**src/rtl/alu_arbiter.sv**
```systemverilog
// rtl/alu_arbiter.sv - two-port round-robin arbiter sharing one combinational alu (optional ALU_ARB_PERF_EN counters)

// Combinational ALU; opcode is {funct7[5], funct3}
module alu #(
   parameter int XLEN = 32
) (
   input  logic [XLEN-1:0] i_op1,
   input  logic [XLEN-1:0] i_op2,
   input  logic [3:0]      i_alu_op,
   output logic [XLEN-1:0] o_result
);

   localparam int SHW = $clog2(XLEN);

   logic [SHW-1:0] shamt;
   assign shamt = i_op2[SHW-1:0];

   // Decode the opcode into one result
   always_comb begin
      o_result = '0;
      case (i_alu_op)
         4'b0000: o_result = i_op1 + i_op2;
         4'b1000: o_result = i_op1 - i_op2;
         4'b0001: o_result = i_op1 << shamt;
         4'b0010: o_result = {{(XLEN-1){1'b0}}, ($signed(i_op1) < $signed(i_op2))};
         4'b0011: o_result = {{(XLEN-1){1'b0}}, (i_op1 < i_op2)};
         4'b0100: o_result = i_op1 ^ i_op2;
         4'b0101: o_result = i_op1 >> shamt;
         4'b1101: o_result = $unsigned($signed(i_op1) >>> shamt);
         4'b0110: o_result = i_op1 | i_op2;
         4'b0111: o_result = i_op1 & i_op2;
         default: o_result = '0;
      endcase
   end

endmodule

// Arbiter: one issue per cycle, result registered per port
module alu_arbiter #(
   parameter int XLEN = 32
) (
   input  logic            i_clk,
   input  logic            i_rst,
   input  logic            i_req0_valid,
   output logic            o_req0_ready,
   input  logic [XLEN-1:0] i_req0_op1,
   input  logic [XLEN-1:0] i_req0_op2,
   input  logic [3:0]      i_req0_alu_op,
   input  logic            i_req1_valid,
   output logic            o_req1_ready,
   input  logic [XLEN-1:0] i_req1_op1,
   input  logic [XLEN-1:0] i_req1_op2,
   input  logic [3:0]      i_req1_alu_op,
   output logic            o_rsp0_valid,
   output logic [XLEN-1:0] o_rsp0_result,
   input  logic            i_rsp0_ready,
   output logic            o_rsp1_valid,
   output logic [XLEN-1:0] o_rsp1_result,
   input  logic            i_rsp1_ready,
`ifdef ALU_ARB_PERF_EN
   output logic [31:0]     o_grant0_cnt,
   output logic [31:0]     o_grant1_cnt,
   output logic [31:0]     o_conflict_cnt,
`endif
   output logic            o_busy
);

   logic            elig0, elig1;
   logic            grant0, grant1;
   logic            last_grant;
   logic [XLEN-1:0] alu_op1, alu_op2, alu_result;
   logic [3:0]      alu_opc;

   // A port is eligible only if its response slot is free or draining now
   assign elig0 = i_req0_valid & (~o_rsp0_valid | i_rsp0_ready);
   assign elig1 = i_req1_valid & (~o_rsp1_valid | i_rsp1_ready);

   // On a tie, the port that did not win last time goes first
   assign grant0 = elig0 & (~elig1 | last_grant);
   assign grant1 = elig1 & ~grant0;

   assign o_req0_ready = grant0 & ~i_rst;
   assign o_req1_ready = grant1 & ~i_rst;
   assign o_busy       = o_rsp0_valid | o_rsp1_valid;

   // Steer the granted port's operands to the shared alu (port 0 when idle)
   always_comb begin
      alu_op1 = i_req0_op1;
      alu_op2 = i_req0_op2;
      alu_opc = i_req0_alu_op;
      if (grant1) begin
         alu_op1 = i_req1_op1;
         alu_op2 = i_req1_op2;
         alu_opc = i_req1_alu_op;
      end
   end

   alu #(.XLEN(XLEN)) u_alu (
      .i_op1    (alu_op1),
      .i_op2    (alu_op2),
      .i_alu_op (alu_opc),
      .o_result (alu_result)
   );

   // Capture results on accept, drop valid on drain, remember the last winner
   always_ff @(posedge i_clk) begin
      if (i_rst) begin
         o_rsp0_valid  <= 1'b0;
         o_rsp0_result <= '0;
         o_rsp1_valid  <= 1'b0;
         o_rsp1_result <= '0;
         last_grant    <= 1'b1;
      end else begin
         if (o_req0_ready) begin
            o_rsp0_valid  <= 1'b1;
            o_rsp0_result <= alu_result;
            last_grant    <= 1'b0;
         end else if (o_rsp0_valid && i_rsp0_ready) begin
            o_rsp0_valid  <= 1'b0;
         end
         if (o_req1_ready) begin
            o_rsp1_valid  <= 1'b1;
            o_rsp1_result <= alu_result;
            last_grant    <= 1'b1;
         end else if (o_rsp1_valid && i_rsp1_ready) begin
            o_rsp1_valid  <= 1'b0;
         end
      end
   end

`ifdef ALU_ARB_PERF_EN
   // Free-running event counters, wrapping naturally at 32 bits
   always_ff @(posedge i_clk) begin
      if (i_rst) begin
         o_grant0_cnt   <= '0;
         o_grant1_cnt   <= '0;
         o_conflict_cnt <= '0;
      end else begin
         if (o_req0_ready) o_grant0_cnt <= o_grant0_cnt + 32'd1;
         if (o_req1_ready) o_grant1_cnt <= o_grant1_cnt + 32'd1;
         if (elig0 && elig1) o_conflict_cnt <= o_conflict_cnt + 32'd1;
      end
   end
`endif

endmodule

```
**config.mk**
```make
export PLATFORM = sky130hd
export DESIGN_NAME = alu_arbiter
export DESIGN_NICKNAME = d
export VERILOG_FILES = /design/src/rtl/alu_arbiter.sv
export SDC_FILE = /design/constraint.sdc
export NUM_CORES = 1
export LEC_CHECK = 0
export ABC_CLOCK_PERIOD_IN_PS = 9750
export BUFFER_PORTS_ARGS = -buffer_cell sky130_fd_sc_hd__buf_4
export CAP_MARGIN = 0
export CELL_PAD_IN_SITES_DETAIL_PLACEMENT = 2
export CELL_PAD_IN_SITES_GLOBAL_PLACEMENT = 2
export CORE_ASPECT_RATIO = 0.9
export CORE_MARGIN = 1
export CORE_UTILIZATION = 37
export CTS_BUF_LIST = sky130_fd_sc_hd__clkbuf_4 sky130_fd_sc_hd__clkbuf_8
export DETAILED_ROUTE_END_ITERATION = 10
export PLACE_DENSITY = 0.9
export SLEW_MARGIN = 5
export SYNTH_ARGS = -nofsm -noshare
export SYNTH_HDL_FRONTEND = slang
export SYNTH_SLANG_ARGS = --single-unit
```
**constraint.sdc**
```tcl
create_clock -name i_clk -period 9.75 [get_ports i_clk]
set_input_delay 0.975 -clock i_clk [delete_from_list [all_inputs] [get_ports i_clk]]
set_output_delay 0.975 -clock i_clk [all_outputs]
set_load 0.005 [all_outputs]
```
==> results of run 1 <==
==> Yosys cell counts (8+ instances only) <==
cell type	instances	area [um2]
clkbuf_1	79	296.5
a31oi_1	21	131.4
dfxtp_1	67	1341
a221oi_1	11	96.34
nor2b_1	23	143.9
nor2_1	190	713.2
mux2_2	43	484.2
o31ai_1	9	67.56
o21bai_1	10	75.07
nor3_1	44	220.2
nand4_1	13	81.33
and2_1	14	87.58
buf_1	13	48.80
a221o_1	13	130.1
mux2i_1	191	1912
o221ai_1	17	148.9
buf_4	15	112.6
ha_1	96	1201
nand2b_1	14	87.58
nand3_1	40	200.2
o21ai_0	88	440.4
a21o_1	25	187.7
a211oi_1	94	705.7
a311oi_1	12	105.1
buf_2	46	230.2
xnor2_1	11	96.34
inv_1	101	379.1
a2111oi_0	12	105.1
a21oi_1	161	805.8
o211ai_1	41	307.8
mux4_2	38	855.8
nor4_1	17	106.4
o2111ai_1	8	70.07
nand2_1	310	1164
o22ai_1	16	100.1
==> sequential cells by signal, indices dropped and copies added (netlist names) <==
signal / flops
last_grant: 1
o_rsp0_valid: 1
o_rsp0_result: 32
o_rsp1_valid: 1
o_rsp1_result: 32
==> area by class of cell <==
class / count / share of cell area, %
clock buffer: 9 / 0.7368
timing repair buffer: 244 / 11.04
antenna: 1 / 0.01489
clock inverter: 7 / 0.4838
tap: 532 / 3.960
multi-input combinational: 1739 / 73.40
inverter: 106 / 2.382
sequential: 67 / 7.979
==> stage by stage <==
| step | power [mW] | hold WS (ns) | util [%] | cells | instance area (um2) |
|---|---|---|---|---|---|
| 4_1_cts | 2.068 | 0.5235 | 42.70 | 2704 | 16810 |
| 3_5_place_dp | 1.788 | 0.5010 | 42.18 | 2688 | 16600 |
| 5_1_grt | 2.197 | 0.5562 | 42.70 | 2704 | 16810 |
| 2_1_floorplan | 1.202 | 0.4920 | - | 2069 | 14750 |
| 6_report | 2.128 | 0.5238 | 42.70 | 2705 | 16810 |
| 3_3_place_gp | 1.716 | 0.4888 | 42.18 | 2688 | 16600 |
==> routing by layer <==
metal | up-vias | track usage [%]
li1 | 7915 | -
met1 | 9534 | 55.39
met2 | 1044 | 67.96
met3 | 246 | 7.261
met4 | 4 | 25.57
met5 | - | 0
==> final timing paths <==
kind              slack [ns]           endpoint              start
setup / recovery        3.18  o_rsp1_result[20]       i_rsp0_ready
setup reg to reg        3.33  o_rsp1_result[20]         last_grant
hold reg to reg         0.52  o_rsp0_result[25]  o_rsp0_result[25]
hold / removal          0.52  o_rsp0_result[25]  o_rsp0_result[25]
==> critical path: cells and delay by family <==
family | cells | cell delay, ns
compound gates | 8 | 3.35
fa+ha+maj | 1 | 0.27
buf+inv | 4 | 1.06
mux | 1 | 0.80
simple gates | 1 | 0.26
==> cells by family after synthesis <==
kind of cell    after synthesis  synth area share (%)
compound gates              651                 30.79
xor+xnor                     11                0.6532
fa+ha+maj                    98                 8.416
buf+inv                     263                 7.686
flops                        67                 9.095
mux                         275                 22.34
simple gates                704                 21.02
==> power groups by stage <==
stage | Clock, mW | Combinational [mW] | Sequential (mW)
final | 0.263 | 1.53 | 0.334
after global placement | 0 | 1.38 | 0.334
after detailed placement | 0 | 1.45 | 0.337
after CTS | 0.262 | 1.47 | 0.332
after floorplan | 0 | 0.873 | 0.329
after global routing | 0.273 | 1.59 | 0.335
==> impl_results.md, run 1 <==
* Status: complete, no violations
* Die area at just over 40000 um2
* Drt via density at 6.929
* Vias in the first global route at about 19000
* Combinational group share of total power at between 70% and 80%
* Sw Share at 56.67%
* Pins Over Slew Limit at 0
* Num CTS Buffers at 9
* Proportion of layout cells with a drive suffix above 1 at roughly 18%
* Fillers at about 4700
* Routed wl met2 at roughly 40000 um
* Synth cell types at 90
* Drt pass-1 iters at 5
* FF+latch area at about 1300 um2
* Max FO, Critical Path at 110
* Hold Crit Depth at 2
* Drt total wl at 89760 um
* Pint at between 0.9 and 1 mW
* DR DRC count at 0
* P_leak at approximately 7.4 nW
* # Post-CTS Setup Buffers at 0
* Most common cell after layout, fill and taps aside: nand2_1
* Critical Path AT at slightly below 7 ns
* Port buffer count at 210
* Slowest cell on crit path: a221oi_1
* Mapped cell area at around 15000 um2
* Wl on met1 at 36470 um
* Setup slack after layout at roughly 3.2 ns
* Die W at about 210 um
* Ys flop type: dfxtp_1
* Core Region at between 30000 and 40000 um2
* CP peak stage delay at roughly 0.86 ns
* CP Class: in -> reg
* Final min period at ~6.6 ns
* Nets at 2407
* RSZ-0062 raised after global routing: false
* Sum Neg Setup Slack at 0 ns
* Die Height at roughly 190 um
* CP Cell Sequence: buf_4 > and2b_1 > o211ai_4 > buf_12 > mux2i_4 > buf_4 > inv_1 > ha_1 > a2111oi_0 > o211ai_1 > a21oi_1 > a21oi_1 > a221o_1 > a221oi_1 > a211oi_1
* Detailed placement HPWL at 68840 um
* Asr flop ratio synth at 0%
* Clock transition at path regs at around 0.09 ns
* I/O pins at roughly 210
* CP endpoint kind: register
* Routed Antenna Nets at 0
* Worst-margin pin slew at approximately 1.2 ns
* Row Count at 69
* Gp weighted congestion at between 1 and 1.5
* Synth warnings at 0
* Post-Syn Area per Cell at 7.128 um2
* Commonest cells after routing, fill and taps aside: nand2_1, buf_4, nor2_1
* DR vias at approximately 19000
* Max Clock Skew at around 0.010 ns
* Final hold vios at 0
* CTS tree: done
* Final period util at 67.40%
* Clk network pwr share at approximately an eighth
* Routed met3 length at approximately 7700 um
* Htree depth at 3
* Worst-Skew Late Latency at just under 0.4 ns
* Flops & latches, synth at 67
* Power per Cell Area at about 130 nW/um2
* Worst r2r path cells at 14
* Post-Syn Nets at approximately 2300
* Max cap viols at 0
* Initial antenna violation count at 3
* Worst hold path type: reg -> reg
* Net Sw Power at roughly 1.2 mW
* # hold bufs at CTS at 0
* Mapped Cells at between 2000 and 2500
* First-pass GRT wire length at between 100000 and 150000 um
* Seq pwr share at between 10% and 20%
* CTS Buffer Depth at 2
* Uppermost routed layer: met5
* Startpoint class of the critical path: input port
* Pre-CTS worst setup slack at 3.242 ns
* Multi-input logic area at around 12000 um2
* PostCTS Resize Cnt at 0
* Area delta synth->final at 13.99%
* EDFF count, synth at 0
* Iteration-0 DRC Markers at ~2200
* Clock Sinks at 67
* CP required at about 10 ns
* Setup-failing EPs final at 0
* Largest net degree at the start of global routing at about 110
* Fmax at roughly 0.15 GHz
* Worst VDD drop at around 0.000071 V
* Total grt overflow at 0
* Register area share after synthesis at about 9%
* Wire per inst at roughly 33 um
* Rel. slew slack at a little under a fifth
* Clock root cell: clkbuf_8
* Initial Util at a little under two fifths
* GRT Total Usage at a little over two fifths
Power figures use the tool's default switching activity.
==> run 2, diff against run 1 <==
--- a/config.mk
+++ b/config.mk
@@ -5,17 +5,18 @@
 export SDC_FILE = /design/constraint.sdc
 export NUM_CORES = 1
 export LEC_CHECK = 0
-export ABC_CLOCK_PERIOD_IN_PS = 9750
+export ABC_AREA = 1
+export ABC_CLOCK_PERIOD_IN_PS = 6700
 export BUFFER_PORTS_ARGS = -buffer_cell sky130_fd_sc_hd__buf_4
 export CAP_MARGIN = 0
 export CELL_PAD_IN_SITES_DETAIL_PLACEMENT = 2
 export CELL_PAD_IN_SITES_GLOBAL_PLACEMENT = 2
 export CORE_ASPECT_RATIO = 0.9
 export CORE_MARGIN = 1
-export CORE_UTILIZATION = 37
+export CORE_UTILIZATION = 29
 export CTS_BUF_LIST = sky130_fd_sc_hd__clkbuf_4 sky130_fd_sc_hd__clkbuf_8
 export DETAILED_ROUTE_END_ITERATION = 10
-export PLACE_DENSITY = 0.9
+export PLACE_DENSITY = 0.83
 export SLEW_MARGIN = 5
 export SYNTH_ARGS = -nofsm -noshare
 export SYNTH_HDL_FRONTEND = slang
==> constraint.sdc (replaced) <==
create_clock -name i_clk -period 6.7 [get_ports i_clk]
set_input_delay 0.67 -clock i_clk [delete_from_list [all_inputs] [get_ports i_clk]]
set_output_delay 0.67 -clock i_clk [all_outputs]
set_load 0.005 [all_outputs]
==> impl_results.md, run 2 <==
* Drt total wl at 85450 um (was 89760 um)
* Die area at 46110 um2 (was 40660 um2)
* Final min period at around 5.4 ns
* Area delta synth->final at 17.12% (was 13.99%)
* Core Region at 44390 um2 (was 39370 um2)
* Combinational group share of total power at 72.0% (about the same)
* CP Cell Sequence: buf_4 > inv_1 > a21boi_0 > nand2_1 > buf_4 > nand3_1 > nand2_2 > ha_1 > fa_1 > inv_1 > nand4_1 > nand2_1 > nand2_1 > nand2_1 > nor2_1 > o21ai_0 > inv_1 > nand3_1 > nand2_1 > inv_1 (was buf_4 > and2b_1 > o211ai_4 > buf_12 > mux2i_4 > buf_4 > inv_1 > ha_1 > a2111oi_0 > o211ai_1 > a21oi_1 > a21oi_1 > a221o_1 > a221oi_1 > a211oi_1)
* Area after DPL at 15170 um2 (was 16600 um2)
* Initial Util at 29.56% (was 37.46%)
* Pint at 1.174 mW (was 0.9222 mW)
* CP required at 7.02 ns (was 9.98 ns)
* Vias in the first global route at 18970 (was 19100)
* Seq pwr share at 15.6% (was 15.7%)
* Reg2Reg Setup Slack at 1.38 ns (was 3.33 ns)
* # Post-CTS Setup Buffers at 0 (unchanged)
* Clk network pwr share at 12.4% (about the same)
* Crit path max-delay family: simple AND/OR/NAND/NOR gates (was compound AO/OA/AOI/OAI gates)
* Startpoint class of the critical path: input port (unchanged)
* Worst r2r path cells at 19 (was 14)
* RSZ-0062 raised after global routing: false (unchanged)
* DR DRC count at 0 (unchanged)
* Reg2reg start: o_rsp1_valid (was last_grant)
* Final period util at about 81%
* # hold bufs at CTS at 0 (unchanged)
* Biggest regs: o_rsp0_result (32), o_rsp1_result (32) (unchanged)
* CP Class: in -> reg (unchanged)
* Critical Path AT at 5.71 ns (was 6.80 ns)
* Rel. slew slack at 11.95% (was 18.12%)
* DR vias at 18410 (was 18740)
* Max cap viols at 0 (unchanged)
* Die W at 226.2 um (was 212.4 um)
* Post-Syn Nets at 2744 (was 2309)
* Wire per inst at 26.34 um (was 33.18 um)
* Setup-failing EPs final at 0 (unchanged)
* Power per Cell Area at 189.3 nW/um2 (was 126.6 nW/um2)
* Hold EP: o_rsp1_result[4] (was o_rsp0_result[25])
* Iteration-0 DRC Markers at 1390 (was 2212)
* Post-Syn Area per Cell at 5.241 um2 (was 7.128 um2)
* Worst-Skew Late Latency at 0.36 ns (was 0.39 ns)
* Row Count at 73 (was 69)
* RR Endpoint: o_rsp0_result[10] (was o_rsp1_result[20])
* Max Clock Skew at 0.02062 ns (was 0.01015 ns)
* HP Start: o_rsp1_result[4] (was o_rsp0_result[25])
* Clock root cell: clkbuf_8 (unchanged)
* Drt via density at 5.675 (was 6.929)
* Commonest cells after routing, fill and taps aside: nand2_1, nand3_1, inv_1 (was nand2_1, buf_4, nor2_1)
* Status: complete, no violations (unchanged)
* Worst path buffer plus inverter count at 6 (was 4)
* GRT Total Usage at 36.59% (was 43.23%)
* Top cells by count, synth: nand2_1, nand3_1, inv_1 (was nand2_1, mux2i_1, nor2_1)
* Synth cell types at 49 (was 90)
* Synth Area in XOR/XNOR at 0.1335% (was 0.6533%)
* Largest family of logic cells by synthesized area: simple AND/OR/NAND/NOR gates (was compound AO/OA/AOI/OAI gates)
* I/O pins at 211 (unchanged)
* Total grt overflow at 0 (unchanged)
* Detailed placement HPWL at 71850 um (was 68840 um)
* Slowest cell on crit path: o21ai_0 (was a221oi_1)
* Most numerous cell in the Yosys netlist: nand2_1 (unchanged)
* Die Height at 203.8 um (was 191.4 um)
* EDFF count, synth at 0 (unchanged)
* Crit path top cell by count: nand2_1
* Most common cell after layout, fill and taps aside: nand2_1 (unchanged)
* Adder-cell area share of the yosys netlist at 9.458% (was 8.416%)
* Synth warnings at 0 (unchanged)
* Finished Cell Area at 15370 um2 (was 16810 um2)
* Register area share after synthesis at 10.22% (was 9.095%)
* Share of synthesized area spent on multiplexers at 0% (was 22.34%)
* Post-synthesis compound-gate area fraction at 18.00% (was 30.79%)
* Flops & latches, synth at 67 (unchanged)
* CP peak stage delay at 0.71 ns (was 0.86 ns)
* Gp weighted congestion at 0.9799 (was 1.024)
* Worst-margin pin slew at 1.318 ns (was 1.197 ns)
* Worst hold path type: reg -> reg (unchanged)
* PostCTS Resize Cnt at 0 (unchanged)
* Proportion of layout cells with a drive suffix above 1 at 11.88% (was 17.68%)
* Top-area cell type share of the netlist area at 21.28% (was 12.96%)
* Fmax at approximately 0.19 GHz
* Final hold vios at 0 (unchanged)
* Ys flop type: dfxtp_1 (unchanged)
* Post-Synth Simple-Gate Area at 47.80% (was 21.02%)
* P_leak at 8.325 nW (was 7.380 nW)
* Hold Crit Depth at 2 (unchanged)
* Htree depth at 3 (unchanged)
* Worst VDD drop at 0.0001061 V (was 0.00007106 V)
* Sum Neg Setup Slack at 0 ns (unchanged)
* Pins Over Slew Limit at 0 (unchanged)
* Initial antenna violation count at 3 (unchanged)
* Asr flop ratio synth at 0% (unchanged)
* Drt pass-1 iters at 5 (unchanged)
* Port buffer count at 210 (unchanged)
* Clock Sinks at 67 (unchanged)
* Largest net degree at the start of global routing at 72 (was 111)
* Num CTS Buffers at 9 (unchanged)
* Net Sw Power at 1.736 mW (was 1.206 mW)
* Mapped cell area at 13120 um2 (was 14750 um2)
* Levels on crit path at 20 (was 15)
* Clock transition at path regs at 0.09 ns (about the same)
* CTS tree: done (unchanged)
* Routed Antenna Nets at 0 (unchanged)
* CTS Buffer Depth at 2 (unchanged)
* CP endpoint kind: register (unchanged)
* Nets at 2878 (was 2407)
* Sw Share at 59.65% (was 56.67%)
* First-pass GRT wire length at 125400 um (was 130400 um)
* Mapped Cells at 2504 (was 2069)
* Max FO, Critical Path at 36 (was 110)
* Top cells by area, synth: nand2_1, nand3_1, dfxtp_1 (was mux2i_1, dfxtp_1, ha_1)
* Cell taking the most area after synthesis: nand2_1 (was mux2i_1)
run 2: final cells by class:
class	count	area, um2
fillers	5833	29020
multi-input cells	1969	9937
repair buffers	245	1839
flip-flops and latches	67	1341
inverters	346	1299
well taps	600	750.7
clock buffers	9	123.9
clock inverters	7	76.32
diodes	1	2.502
run 2: tightest hold or removal path: cells and delay by family, from the launching register on:
family | cells | cell delay (ns)
flip-flops | 1 | 0.32
AND/OR/NAND/NOR | 2 | 0.10
run 2: power groups by stage:
stage          sequential, mW  clock, mW  combinational (mW)
3_5_place_dp            0.462          0                2.03
3_3_place_gp            0.461          0                1.98
6_report                0.454      0.360                2.10
2_1_floorplan           0.457          0                1.20
5_1_grt                 0.456      0.380                2.24
4_1_cts                 0.453      0.367                2.04
run 2: layer usage:
layer / wire length [um] / global-route usage (%) / vias up
met5: 13 / 0 / -
met4: 3349 / 13.13 / 2
met3: 5775 / 4.178 / 126
met2: 37120 / 57.69 / 761
met1: 39190 / 50.93 / 9131
li1: - / - / 8391
run 2: worst max path at each step:
stage | startpoint | endpoint | slack [ns]
after floorplan | i_rsp0_ready | o_rsp0_result[31] | 2.76
after global placement | i_rsp0_ready | o_rsp1_result[10] | 1.15
after detailed placement | i_rsp0_ready | o_rsp0_result[10] | 1.04
after CTS | i_rsp0_ready | o_rsp0_result[10] | 1.43
after global routing | i_rsp0_ready | o_rsp0_result[10] | 1.08
final | i_rsp0_ready | o_rsp0_result[10] | 1.30
run 2: kinds of logic after synthesis:
family / after synthesis
buffers and inverters: 468
xor gates and xnor gates: 2
and+or+nand+nor: 1464
AOI/OAI and AO/OA: 405
DFF: 67
adders and majority gates: 98
run 2: per-stage QoR:
stage               setup WS, ns  util [%]  power, mW  hold slack [ns]  std cells
floorplan                  2.758         -      1.652           0.4479       2504
global placement           1.149     34.17      2.436           0.4415       3227
detailed placement         1.036     34.17      2.491           0.4479       3227
CTS                        1.433     34.62      2.860           0.4621       3243
global route               1.083     34.62      3.080           0.4840       3243
finish                     1.303     34.62      2.910           0.4592       3244
